File: config.mk
export PLATFORM = sky130hd
export DESIGN_NAME = floor_request_scheduler_flat
export DESIGN_NICKNAME = d
export VERILOG_FILES = /design/src/rtl/elevator_pkg.sv /design/src/rtl/floor_request_scheduler_if.sv /design/src/rtl/floor_timer.sv /design/src/rtl/floor_request_scheduler.sv /design/src/flat_wrapper.sv
export SDC_FILE = /design/constraint.sdc
export NUM_CORES = 1
export LEC_CHECK = 0
export ABC_AREA = 1
export CAP_MARGIN = 10
export CORE_AREA = 10 10 60 62
export CTS_CLUSTER_SIZE = 14
export DETAILED_ROUTE_END_ITERATION = 16
export DIE_AREA = 0 0 70 72
export PLACE_DENSITY_LB_ADDON = 0.05
export SYNTH_ARGS = -nofsm -noshare
export SYNTH_HDL_FRONTEND = slang
export SYNTH_SLANG_ARGS = --single-unit
File: constraint.sdc
create_clock -name clk -period 3.79 [get_ports clk]
set_clock_uncertainty 0.05 [all_clocks]
set_input_delay 0.379 -clock clk [delete_from_list [all_inputs] [get_ports clk]]
set_output_delay 0.379 -clock clk [all_outputs]
set_load 0.02 [all_outputs]
File: src/rtl/elevator_pkg.sv
`default_nettype none
// ============================================================================
//  Module      : elevator_pkg
//  Description : Shared types and helpers for the floor request scheduler:
//                car state encoding, direction constants, floor index width.
//  Revision    : 1.0  initial release
// ============================================================================
package elevator_pkg;

    // Car sequencing states
    typedef enum logic [1:0] {
        IDLE   = 2'd0,
        MOVING = 2'd1,
        DOOR   = 2'd2
    } state_t;

    localparam logic UP   = 1'b1;
    localparam logic DOWN = 1'b0;

    // Width of a floor index for an n-stop car (never narrower than one bit)
    function automatic int floor_w(input int n);
        return (n > 1) ? $clog2(n) : 1;
    endfunction

endpackage
`default_nettype wire

File: src/rtl/floor_request_scheduler_if.sv
`default_nettype none
// ============================================================================
//  Module      : floor_request_scheduler_if
//  Description : Button/LED and car-status bundle between the call panel
//                (master) and the request scheduler (slave).
//  Revision    : 1.0  initial release
// ============================================================================
interface floor_request_scheduler_if #(
    parameter int FLOORS = 4
) ();
    import elevator_pkg::*;

    localparam int FW = floor_w(FLOORS);

    logic [FLOORS-1:0] call_req;
    logic [FLOORS-1:0] pending;
    logic [FW-1:0]     cur_floor;
    logic              dir_up;
    logic              moving;
    logic              door_open;
    logic              arrive;

    // Call panel side: drives buttons, observes LEDs and car status
    modport master (
        output call_req,
        input  pending, cur_floor, dir_up, moving, door_open, arrive
    );

    // Scheduler side
    modport slave (
        input  call_req,
        output pending, cur_floor, dir_up, moving, door_open, arrive
    );

endinterface
`default_nettype wire

File: src/rtl/floor_timer.sv
`default_nettype none
// ============================================================================
//  Module      : floor_timer
//  Description : Loadable down-counter. Stops at zero; done flags the last
//                cycle of an interval (count == 1).
//  Revision    : 1.0  initial release
// ============================================================================
module floor_timer #(
    parameter int W = 5
) (
    input  wire logic         clk,
    input  wire logic         rst_n,
    input  wire logic         load,
    input  wire logic [W-1:0] load_val,
    output logic              done
);

    logic [W-1:0] count_d;
    logic [W-1:0] count_q;

    // Next count: load wins, otherwise decrement until zero
    always_comb begin
        count_d = count_q;
        if (load) begin
            count_d = load_val;
        end else if (count_q != '0) begin
            count_d = count_q - W'(1);
        end
    end

    // Count register
    always_ff @(posedge clk or negedge rst_n) begin
        if (!rst_n) begin
            count_q <= '0;
        end else begin
            count_q <= count_d;
        end
    end

    assign done = (count_q == W'(1));

endmodule
`default_nettype wire

File: src/rtl/floor_request_scheduler.sv
`default_nettype none
// ============================================================================
//  Module      : floor_request_scheduler
//  Description : SCAN (collective) elevator scheduler. Latches calls into a
//                pending mask, keeps direction while calls remain ahead,
//                reverses otherwise, and sequences hop / door intervals.
//  Revision    : 1.0  initial release
// ============================================================================
module floor_request_scheduler
    import elevator_pkg::*;
#(
    parameter int FLOORS        = 4,
    parameter int TRAVEL_CYCLES = 8,
    parameter int DOOR_CYCLES   = 16
) (
    input  wire logic                 clk,
    input  wire logic                 rst_n,
    floor_request_scheduler_if.slave  bus
);

    localparam int FW     = floor_w(FLOORS);
    localparam int MAX_CY = (TRAVEL_CYCLES > DOOR_CYCLES) ? TRAVEL_CYCLES : DOOR_CYCLES;
    localparam int TW     = $clog2(MAX_CY + 1);

    state_t            state_d,     state_q;
    logic [FLOORS-1:0] pending_d,   pending_q;
    logic [FW-1:0]     cur_floor_d, cur_floor_q;
    logic              dir_up_d,    dir_up_q;
    logic              arrive_d,    arrive_q;

    logic [FLOORS-1:0] clr;
    logic [FW-1:0]     next_floor;
    logic [FLOORS-1:0] ahead_now;
    logic [FLOORS-1:0] behind_now;
    logic [FLOORS-1:0] ahead_next;
    logic              hop_load;
    logic              door_load;
    logic              hop_done;
    logic              door_done;

    // Floors strictly above (up=1) or strictly below (up=0) floor f
    function automatic logic [FLOORS-1:0] side_mask(input logic [FW-1:0] f, input logic up);
        logic [FLOORS-1:0] m;
        m = '0;
        for (int i = 0; i < FLOORS; i++) begin
            if (up ? (i > int'(f)) : (i < int'(f))) begin
                m[i] = 1'b1;
            end
        end
        return m;
    endfunction

    floor_timer #(.W(TW)) u_hop_timer (
        .clk      (clk),
        .rst_n    (rst_n),
        .load     (hop_load),
        .load_val (TW'(TRAVEL_CYCLES)),
        .done     (hop_done)
    );

    floor_timer #(.W(TW)) u_door_timer (
        .clk      (clk),
        .rst_n    (rst_n),
        .load     (door_load),
        .load_val (TW'(DOOR_CYCLES)),
        .done     (door_done)
    );

    // Next-state, car position/direction, timer loads and call latch
    always_comb begin
        state_d     = state_q;
        cur_floor_d = cur_floor_q;
        dir_up_d    = dir_up_q;
        arrive_d    = 1'b0;
        hop_load    = 1'b0;
        door_load   = 1'b0;
        clr         = '0;

        next_floor = dir_up_q ? (cur_floor_q + FW'(1)) : (cur_floor_q - FW'(1));
        ahead_now  = pending_q & side_mask(cur_floor_q, dir_up_q);
        behind_now = pending_q & side_mask(cur_floor_q, ~dir_up_q);
        ahead_next = pending_q & side_mask(next_floor, dir_up_q);

        case (state_q)
            IDLE: begin
                if (pending_q[cur_floor_q]) begin
                    state_d   = DOOR;
                    door_load = 1'b1;
                end else if (ahead_now != '0) begin
                    state_d  = MOVING;
                    hop_load = 1'b1;
                end else if (behind_now != '0) begin
                    dir_up_d = ~dir_up_q;
                    state_d  = MOVING;
                    hop_load = 1'b1;
                end
            end
            MOVING: begin
                if (hop_done) begin
                    cur_floor_d = next_floor;
                    arrive_d    = 1'b1;
                    if (pending_q[next_floor]) begin
                        state_d   = DOOR;
                        door_load = 1'b1;
                    end else if (ahead_next != '0) begin
                        hop_load = 1'b1;
                    end else begin
                        state_d = IDLE;
                    end
                end
            end
            DOOR: begin
                // A same-floor call while open restarts the full door interval
                if (bus.call_req[cur_floor_q]) begin
                    door_load = 1'b1;
                end else if (door_done) begin
                    state_d = IDLE;
                end
            end
            default: begin
                state_d = IDLE;
            end
        endcase

        // Door opening or open: the served floor's call is cleared/absorbed
        if ((state_q == DOOR) || (state_d == DOOR)) begin
            clr[cur_floor_d] = 1'b1;
        end
        pending_d = (pending_q | bus.call_req) & ~clr;
    end

    // Registered state and outputs
    always_ff @(posedge clk or negedge rst_n) begin
        if (!rst_n) begin
            state_q     <= IDLE;
            pending_q   <= '0;
            cur_floor_q <= '0;
            dir_up_q    <= UP;
            arrive_q    <= 1'b0;
        end else begin
            state_q     <= state_d;
            pending_q   <= pending_d;
            cur_floor_q <= cur_floor_d;
            dir_up_q    <= dir_up_d;
            arrive_q    <= arrive_d;
        end
    end

    assign bus.pending   = pending_q;
    assign bus.cur_floor = cur_floor_q;
    assign bus.dir_up    = dir_up_q;
    assign bus.moving    = (state_q == MOVING);
    assign bus.door_open = (state_q == DOOR);
    assign bus.arrive    = arrive_q;

endmodule
`default_nettype wire

File: src/flat_wrapper.sv
// flat-port wrapper written by rule: the top's interface ports become plain ports
module floor_request_scheduler_flat import elevator_pkg::*;
#(
    parameter int FLOORS        = 4,
    parameter int TRAVEL_CYCLES = 8,
    parameter int DOOR_CYCLES   = 16
)
  (clk, rst_n, bus_call_req, bus_pending, bus_cur_floor, bus_dir_up, bus_moving, bus_door_open, bus_arrive);
  floor_request_scheduler_if #(.FLOORS(FLOORS)) bus_i ();
  input  wire logic clk;
  input  wire logic rst_n;
  input wire logic [$bits(bus_i.call_req)-1:0] bus_call_req;
  output wire logic [$bits(bus_i.pending)-1:0] bus_pending;
  output wire logic [$bits(bus_i.cur_floor)-1:0] bus_cur_floor;
  output wire logic [$bits(bus_i.dir_up)-1:0] bus_dir_up;
  output wire logic [$bits(bus_i.moving)-1:0] bus_moving;
  output wire logic [$bits(bus_i.door_open)-1:0] bus_door_open;
  output wire logic [$bits(bus_i.arrive)-1:0] bus_arrive;
  assign bus_i.call_req = bus_call_req;
  assign bus_pending = bus_i.pending;
  assign bus_cur_floor = bus_i.cur_floor;
  assign bus_dir_up = bus_i.dir_up;
  assign bus_moving = bus_i.moving;
  assign bus_door_open = bus_i.door_open;
  assign bus_arrive = bus_i.arrive;
  floor_request_scheduler #(.FLOORS(FLOORS), .TRAVEL_CYCLES(TRAVEL_CYCLES), .DOOR_CYCLES(DOOR_CYCLES)) u_core (.clk(clk), .rst_n(rst_n), .bus(bus_i));
endmodule
# [Yosys cells after proc, flatten, opt, wreduce, memory -nomap -nowiden]
# Index checks and enable logic that the tools add are counted.
[totals] mem_count=0 ram_bits=0 regBits=20 romBits=0 latch_bits=0 output_inout_bits=10 word_cells=115
[op_classes] div_mod_pow=0 mux=63 n_shift=0 n_reduce_logical=11 multipliers=0 eq_ne=5 bitwise_logic=9 magnitude_cmp=16 n_addsub=4
[op_table] op="$mux W1" n=40
[op_table] op="$mux W2" n=11
[op_table] op="$mux W5" n=4
[op_table] op="$and A4 B4 Y4" n=4
[op_table] op="$reduce_bool A4 Y1" n=3
[op_table] op="$eq A5 B1 Y1 const B" n=2
[op_table] op="$reduce_bool A5 Y1" n=2
[op_table] op="$sub A5 B1 Y5 const B" n=2
[op_table] op="$lt A2 B3 Y1 const B" n=3
[op_table] op="$gt A2 B2 Y1 const A" n=4
[op_table] op="$lt A1 B2 Y1 const A" n=4
[op_table] op="$bmux W1 S2" n=3
[op_table] op="$pmux W2 S3" n=1
[op_table] op="$eq A2 B2 Y1 const B" n=2
[op_table] op="$gt A1 B2 Y1 const A" n=2
[op_table] op="$lt A2 B2 Y1 const A" n=2
[op_table] op="$mux W4" n=1
[op_table] op="$not A4 Y4" n=1
[op_table] op="$or A4 B4 Y4" n=1
[op_table] op="$reduce_and A4 Y1" n=1
[op_table] op="$reduce_bool A2 Y1" n=2
[op_table] op="$not A1 Y1" n=3
[op_table] op="$pmux W1 S3" n=1
[op_table] op="$add A2 B1 Y2 const B" n=1
[op_table] op="other kinds (8)" n=8

# [Depth between registers and ports, before layout]
# Gate-level depths: netlist of the first run.
[depth] depth_word=16 ltp_mapped=13

# [By module]
# From an unflattened synthesis of the first run, not the netlist that was laid out.
[hier_totals] hier_cells=215 area_unflattened_um2=1522.7
[modules_own_cells] module="floor_request_scheduler" area_per_inst_um2=842.1 cells_per_inst=121 n_inst=1
[modules_own_cells] module="floor_timer" area_per_inst_um2=340.3 cells_per_inst=47 n_inst=2

# [Worst setup path after synthesis of the first run]
# Ideal clock, no wire load.
[synth_timing] path_type="register -> register" startpoint="reg u_core.cur_floor_q[1], in the netlist u_core.bus.cur_floor[1]" endpoint="reg u_core.u_hop_timer.count_q[4]" path_slack_ns=1.955 arrival_time_ns=1.664 synth_period_minus_slack_ns=1.835 stages_incl_launch_ff=12 setup_time_ns=0.121 required_ns=3.619 n_path_buf=0 cell_sequence="dfrtp_1 > inv_1 > ha_1 > inv_1 > nand2_1 > nand2_1 > nand2_2 > nand2_2 > inv_1 > nand3_2 > nand2_2 > nor2_1"
[synth_via] elab_chain_len=12
[synth_lines] item="from (decl)" line_no="floor_request_scheduler.sv:27" rtl="logic [FW-1:0] cur_floor_d, cur_floor_q;"
[synth_lines] item="from (signal assigned)" line_no="floor_request_scheduler.sv:143" rtl="cur_floor_q <= cur_floor_d;"
[synth_lines] item="$sub A2 B1 Y2 or $add A2 B1 Y2 (tied branches)" line_no="floor_request_scheduler.sv:79" rtl="next_floor = dir_up_q ? (cur_floor_q + FW'(1)) : (cur_floor_q - FW'(1));"
[synth_lines] item="$mux W2" line_no="floor_request_scheduler.sv:79"
[synth_lines] item="$lt A1 B2 Y1, or another cell as far along" line_no="floor_request_scheduler.sv:46" rtl="if (up ? (i > int'(f)) : (i < int'(f))) begin"
[synth_lines] item="$mux W1 (2 in a row)" line_no="floor_request_scheduler.sv:46"
[synth_lines] item="$and A4 B4 Y4" line_no="floor_request_scheduler.sv:82" rtl="ahead_next = pending_q & side_mask(next_floor, dir_up_q);"
[synth_lines] item="$reduce_bool A4 Y1" line_no="floor_request_scheduler.sv:105" rtl="end else if (ahead_next != '0) begin"
[synth_lines] item="$mux W1" line_no="floor_request_scheduler.sv:105"
[synth_lines] item="$mux W1" line_no="floor_request_scheduler.sv:102" rtl="if (pending_q[next_floor]) begin"
[synth_lines] item="$mux W1" line_no="floor_request_scheduler.sv:99" rtl="if (hop_done) begin"
[synth_lines] item="$pmux W1 S2 *" line_no="floor_request_scheduler.sv:84" rtl="case (state_q)"
[synth_lines] item="$mux W5 or $reduce_bool A2 Y1 (tied branches)"
[synth_lines] item="to (signal assigned)" line_no="floor_timer.sv:36" rtl="count_q <= count_d;"
[synth_lines] item="to (decl)" line_no="floor_timer.sv:19" rtl="logic [W-1:0] count_q;"
# Every way passes the cells marked *; elsewhere a longest branch is shown, timed or not. The select of a mux whose other input is x is not followed.
# A chain may end at the register's enable or synchronous reset.

# [Final worst setup path of the first run]
[layout_timing] startpoint="reg u_core.cur_floor_q[0], in the netlist u_core.bus.cur_floor[0]" endpoint="out bus_cur_floor[0]"
[layout_lines] item="to (decl)" line_no="flat_wrapper.sv:14" rtl="output wire logic [$bits(bus_i.cur_floor)-1:0] bus_cur_floor;"
# No word-level cell between the ends.

==> impl_metrics.toml, run 1 <==
[global_route]
antenna_found_initial = 0
grt_start_max_net_pins = 21
track_usage = 0.1304
grt_pass1_wl_um = 5568
grt-ovfl-total = 0
grt_pass1_vias = 1245

[clock_network]
cts_htree_levels = 1
hold_buffers = 0
cts_resized = 0
clkLatencyLatePin_ns = 0.31
cts_tree = "yes"
ctsLongestPathBuffers = 2
numCtsBuffers = 3
cts-root-buf = "clkbuf_4"
path_clk_slew_ns = 0.13
cts_sinks = 20
postCtsSetupBuffers = 0

[layout]
drive_gt1_frac = 0.1262
n_antenna_cell = 0
area_growth_pct = 16.40
regArea_um2 = 501.7
final_common_cell = "nand2_1"
multiInputGateArea_um2 = 777.0
layout_common_cells = "nand2_1, nor2_1, inv_1"
num-fill-cells = 200
nets = 223

[die]
die_width_um = 70
initial_core_util = 0.5741
die_h_um = 72
ios = 16
rows = 18
fp.coreArea_um2 = 2432
die_area_um2 = 5040

[routing]
routed_wl_um = 3243
drt_first_pass_iters = 4
viasPerCell = 5.292
antenna_left = 0
num_vias = 1249
drtIter0Drc = 90
drc = 0
wire_per_inst_um = 13.74

[timing]
period_needed_ns = 2.137
period_share = 0.5639
setup_viol = 0
worst_pin_slew_ns = 0.9649
fmax_ghz = 0.4679
setup-tns-final_ns = 0
whs_ns = 0.4838
slew_headroom = 0.3547
rsz0062_at_grt = "no"
slew_violations = 0
hold_viol_final = 0

[setup_path]
crit_path_end = "bus_cur_floor[0]"
worst_r2r_startpoint = "u_core.bus.cur_floor[0]$_DFF_PN0_"
cp.arrival_ns = 1.71
startpoint = "u_core.bus.cur_floor[0]$_DFF_PN0_"
worst-path-stages = 1
reg2reg_setup_slack_ns = 1.71
startpoint_type = "register"
slowest_delay_ns = 0.71
cp_slowest_cell = "clkdlybuf4s50_1"
cp_cell_sequence = "clkdlybuf4s50_1"
crit_type = "register to output pin"
cp_top_family = "buffers and inverters"
path_max_fanout = 14
crit_path_end_kind = "output pin"
reg2reg_depth = 12
critical_path_buf_inv_count = 1
reg2reg_to = "u_core.state_q[0]$_DFF_PN0_"
critPathRequiredTime_ns = 3.36

[placement]
gp_congestion = 0.9310
hpwl_um = 2421
io_buffers = 15

[power_and_ir_drop]
combPwrFrac = 0.590
p_switching_uw = 723.8
pwr-share-clk = 0.124
p_per_area_nw_per_um2 = 899.0
ir_worst_vdd_uv = 650.8
power_leakage_uw = 0.0008648
switching_share = 0.4954
p_seq_frac = 0.286
p_int_uw = 737.4

[job]
drv_cap = 0

[synthesis]
syn_inst = 188
ys_seq_area_frac = 0.3593
synth_area_per_cell_um2 = 7.427
netlist_area_um2 = 1396
ys_types = 28
synth_warnings = 0
ys_seq_elements = 20
syn-num-nets = 204

[status]
status = "finished clean"

[hold_path]
min_path_type = "register to register"
## stage by stage
stage / utilization / total power [uW] / setup WS, ns / instances / area [um2]
2_1_floorplan: - / 1043 / 1.955 / 188 / 1396
3_3_place_gp: 0.6466 / 1237 / 1.914 / 232 / 1573
3_5_place_dp: 0.6466 / 1276 / 1.764 / 232 / 1573
4_1_cts: 0.6682 / 1464 / 1.648 / 236 / 1625
5_1_grt: 0.6682 / 1598 / 1.539 / 236 / 1625
6_report: 0.6682 / 1461 / 1.653 / 236 / 1625
## kinds of logic after synthesis
kind of cell             count (synthesis)  share of synthesized area
AO/OA/AOI/OAI                           17                    0.06811
XOR/XNOR                                 4                    0.02509
adder cells (fa/ha/maj)                 10                    0.08961
buffers and inverters                   28                    0.08423
flip-flops                              20                     0.3593
multiplexers                             2                    0.01434
AND/OR/NAND/NOR                        107                     0.3593
## sequential cells by signal, indices dropped and copies added, names as in the netlist
| name | count |
|---|---|
| u_core.u_door_timer.count_q | 5 |
| u_core.state_q | 2 |
| u_core.bus.dir_up | 1 |
| u_core.u_hop_timer.count_q | 5 |
| u_core.bus.arrive | 1 |
| u_core.bus.pending | 4 |
| u_core.bus.cur_floor | 2 |
## power by group through the flow
| stage | Combinational (uW) | Clock [uW] | Sequential (uW) |
|---|---|---|---|
| after global routing | 972 | 192 | 434 |
| after global placement | 821 | 0 | 416 |
| after CTS | 864 | 184 | 417 |
| final | 862 | 181 | 418 |
| after floorplan | 624 | 0 | 419 |
| after detailed placement | 857 | 0 | 419 |
## synth_stat cells
library cell / instances / area, um2
a21oi_1: 4 / 20.02
a21oi_2: 2 / 17.52
a31oi_1: 1 / 6.260
buf_6: 1 / 11.26
dfrtp_1: 19 / 475.5
dfstp_2: 1 / 26.28
ha_1: 10 / 125.1
inv_1: 23 / 86.33
inv_2: 3 / 11.26
inv_6: 1 / 8.760
mux2i_1: 2 / 20.02
nand2_1: 49 / 183.9
nand2_2: 6 / 37.54
nand2_4: 1 / 11.26
nand3_1: 11 / 55.05
nand3_2: 4 / 40.04
nand3_4: 1 / 17.52
nand4_1: 2 / 12.51
nor2_1: 28 / 105.1
nor2_2: 1 / 6.260
nor2_4: 1 / 11.26
nor3_1: 1 / 5.000
nor3_2: 1 / 10.01
nor4_1: 1 / 6.260
o21ai_0: 7 / 35.03
o21ai_1: 2 / 10.01
o22ai_1: 1 / 6.260
xor2_1: 4 / 35.03
## how the worst min path moves through the flow
| stage | slack (ns) | endpoint | startpoint | cells past startpoint |
|---|---|---|---|---|
| after floorplan | 0.03 | u_core.bus.arrive$_DFF_PN0_ | rst_n | 0 |
| after global placement | 0.45 | u_core.u_door_timer.count_q[4]$_DFFE_PN0P_ | u_core.u_door_timer.count_q[4]$_DFFE_PN0P_ | 2 |
| after detailed placement | 0.44 | u_core.u_door_timer.count_q[4]$_DFFE_PN0P_ | u_core.u_door_timer.count_q[4]$_DFFE_PN0P_ | 2 |
| after CTS | 0.48 | u_core.u_door_timer.count_q[4]$_DFFE_PN0P_ | u_core.u_door_timer.count_q[4]$_DFFE_PN0P_ | 2 |
| after global routing | 0.55 | u_core.u_door_timer.count_q[4]$_DFFE_PN0P_ | u_core.u_door_timer.count_q[4]$_DFFE_PN0P_ | 2 |
| final | 0.48 | u_core.u_door_timer.count_q[4]$_DFFE_PN0P_ | u_core.u_door_timer.count_q[4]$_DFFE_PN0P_ | 2 |
## area by class of cell
class	instances	share of cell area
clock buffers	3	0.01386
clock inverters	1	0.01848
inverters	27	0.06543
multi-input cells	140	0.4781
flip-flops and latches	20	0.3087
well taps	30	0.02309
repair buffers	15	0.09238
## per-layer routing
layer,GRT usage,share of wire
met3,0.02857,0.036
met2,0.2276,0.49
met1,0.1546,0.46
met5,0,0
met4,0.04386,0.016
Note: power is estimated with default switching activity, not from simulation.
==> run 2: changes to the inputs <==
- CORE_AREA: 10 10 60 62 -> 10 10 64 66
- DIE_AREA: 0 0 70 72 -> 0 0 74 76
- clock period: 3.79 -> 1.95 ns (I/O delays scaled with it)
==> run 2 against run 1 <==
Via count shrank 3.5%. Clock power grew 90%. Worst setup slack lost 1.6 ns. Routed wire length shrank 5.6%.
==> impl_metrics.toml, run 2 (synthesis gave the netlist of run 1 again) <==
[timing]
period_share = 0.9518
period_needed_ns = 1.856
setup_viol = 0
whs_ns = 0.1593
hold_viol_final = 0
worst_pin_slew_ns = 0.2832
slew_violations = 0
slew_headroom = 0.8112
fmax_ghz = 0.5388
rsz0062_at_grt = "no"
setup-tns-final_ns = 0

[routing]
viasPerCell = 4.959
drtIter0Drc = 81
routed_wl_um = 3062
num_vias = 1205
drt_first_pass_iters = 4
drc = 0
wire_per_inst_um = 12.60
antenna_left = 0

[hold_path]
min_path_type = "primary input to async pin"

[setup_path]
crit_path_end_kind = "output pin"
cp_slowest_cell = "clkdlybuf4s50_1"
path_max_fanout = 13
cp_cell_sequence = "buf_4 -> clkdlybuf4s50_1"
cp.arrival_ns = 1.61
critPathRequiredTime_ns = 1.70
slowest_delay_ns = 0.65
crit_type = "register to output pin"
cp_top_family = "buffers and inverters"
startpoint_type = "register"
critical_path_buf_inv_count = 2

[global_route]
grt_pass1_wl_um = 5382
grt-ovfl-total = 0
antenna_found_initial = 0
grt_pass1_vias = 1149
grt_start_max_net_pins = 21
track_usage = 0.1150

[placement]
io_buffers = 15
gp_congestion = 0.7977
hpwl_um = 2376

[layout]
nets = 227
area_growth_pct = 19.00
layout_common_cells = "nand2_1, nor2_1, inv_1"
drive_gt1_frac = 0.1429
n_antenna_cell = 0
final_common_cell = "nand2_1"

[die]
fp.coreArea_um2 = 2928
die_area_um2 = 5624
initial_core_util = 0.4769
rows = 20
die_width_um = 74
die_h_um = 76
ios = 16

[clock_network]
cts-root-buf = "clkbuf_4"
path_clk_slew_ns = 0.12
cts_tree = "yes"
cts_resized = 0
cts_htree_levels = 1
clkLatencyLatePin_ns = 0.30
postCtsSetupBuffers = 0
numCtsBuffers = 3
hold_buffers = 0
ctsLongestPathBuffers = 2
cts_sinks = 20

[power_and_ir_drop]
p_per_area_nw_per_um2 = 1693
power_leakage_uw = 0.0008938
ir_worst_vdd_uv = 861.1

[status]
status = "finished clean"

[job]
drv_cap = 0
==> run 2: power breakdown <==
group	switching, uW	leakage, uW	internal (uW)	total, uW
logic	1030	0.000628	658	1690
clock network	135	0.0000279	208	343
registers	185	0.000238	593	778
total	1350	0.000894	1460	2810
==> run 2: worst paths after layout <==
path	startpoint	end	slack (ns)	depth (start not counted)
max reg2reg	u_core.bus.cur_floor[0]$_DFF_PN0_	u_core.u_hop_timer.count_q[4]$_DFFE_PN0P_	0.22	9
min	rst_n	u_core.bus.arrive$_DFF_PN0_	0.16	2
max in group asynchronous	rst_n	u_core.bus.dir_up$_DFFE_PN1P_	1.43	2
min reg2reg	u_core.u_door_timer.count_q[4]$_DFFE_PN0P_	u_core.u_door_timer.count_q[4]$_DFFE_PN0P_	0.48	2
min in group clk	bus_call_req[2]	u_core.bus.pending[2]$_DFF_PN0_	0.41	3
max	u_core.bus.cur_floor[0]$_DFF_PN0_	bus_cur_floor[0]	0.09	2
==> run 2: per-layer routing <==
| layer | vias to the layer above | track usage | part of all wire |
|---|---|---|---|
| met5 | - | 0 | 0 |
| met4 | 0 | 0.03358 | 0.0036 |
| met3 | 2 | 0.02474 | 0.058 |
| met2 | 22 | 0.1681 | 0.46 |
| met1 | 547 | 0.1623 | 0.48 |
| li1 | 634 | - | - |
==> run 2: per-stage QoR <==
stage	cell area (um2)	utilization	power (uW)	setup WS, ns	instances
finish	1662	0.5675	2813	0.09390	243
global route	1662	0.5675	3159	0.03766	243
CTS	1659	0.5667	2855	0.03469	243
detailed placement	1607	0.5487	2497	0.2312	239
global placement	1607	0.5487	2457	0.2752	239
floorplan	1396	-	2028	0.1146	188
==> run 2: layout make-up <==
type	count	area, um2
fillers	280	1266
multi-input cells	140	777.0
flip-flops and latches	20	501.7
repair buffers	19	182.7
inverters	27	106.4
well taps	33	41.29
clock inverters	1	30.03
clock buffers	3	22.52
==> run 2: worst reg2reg max path, delay by kind of cell (launching register included) <==
| kind | cells | cell delay [ns] |
|---|---|---|
| fa+ha+maj | 1 | 0.20 |
| buf+inv | 2 | 0.25 |
| flops | 1 | 0.45 |
| simple gates | 6 | 0.72 |
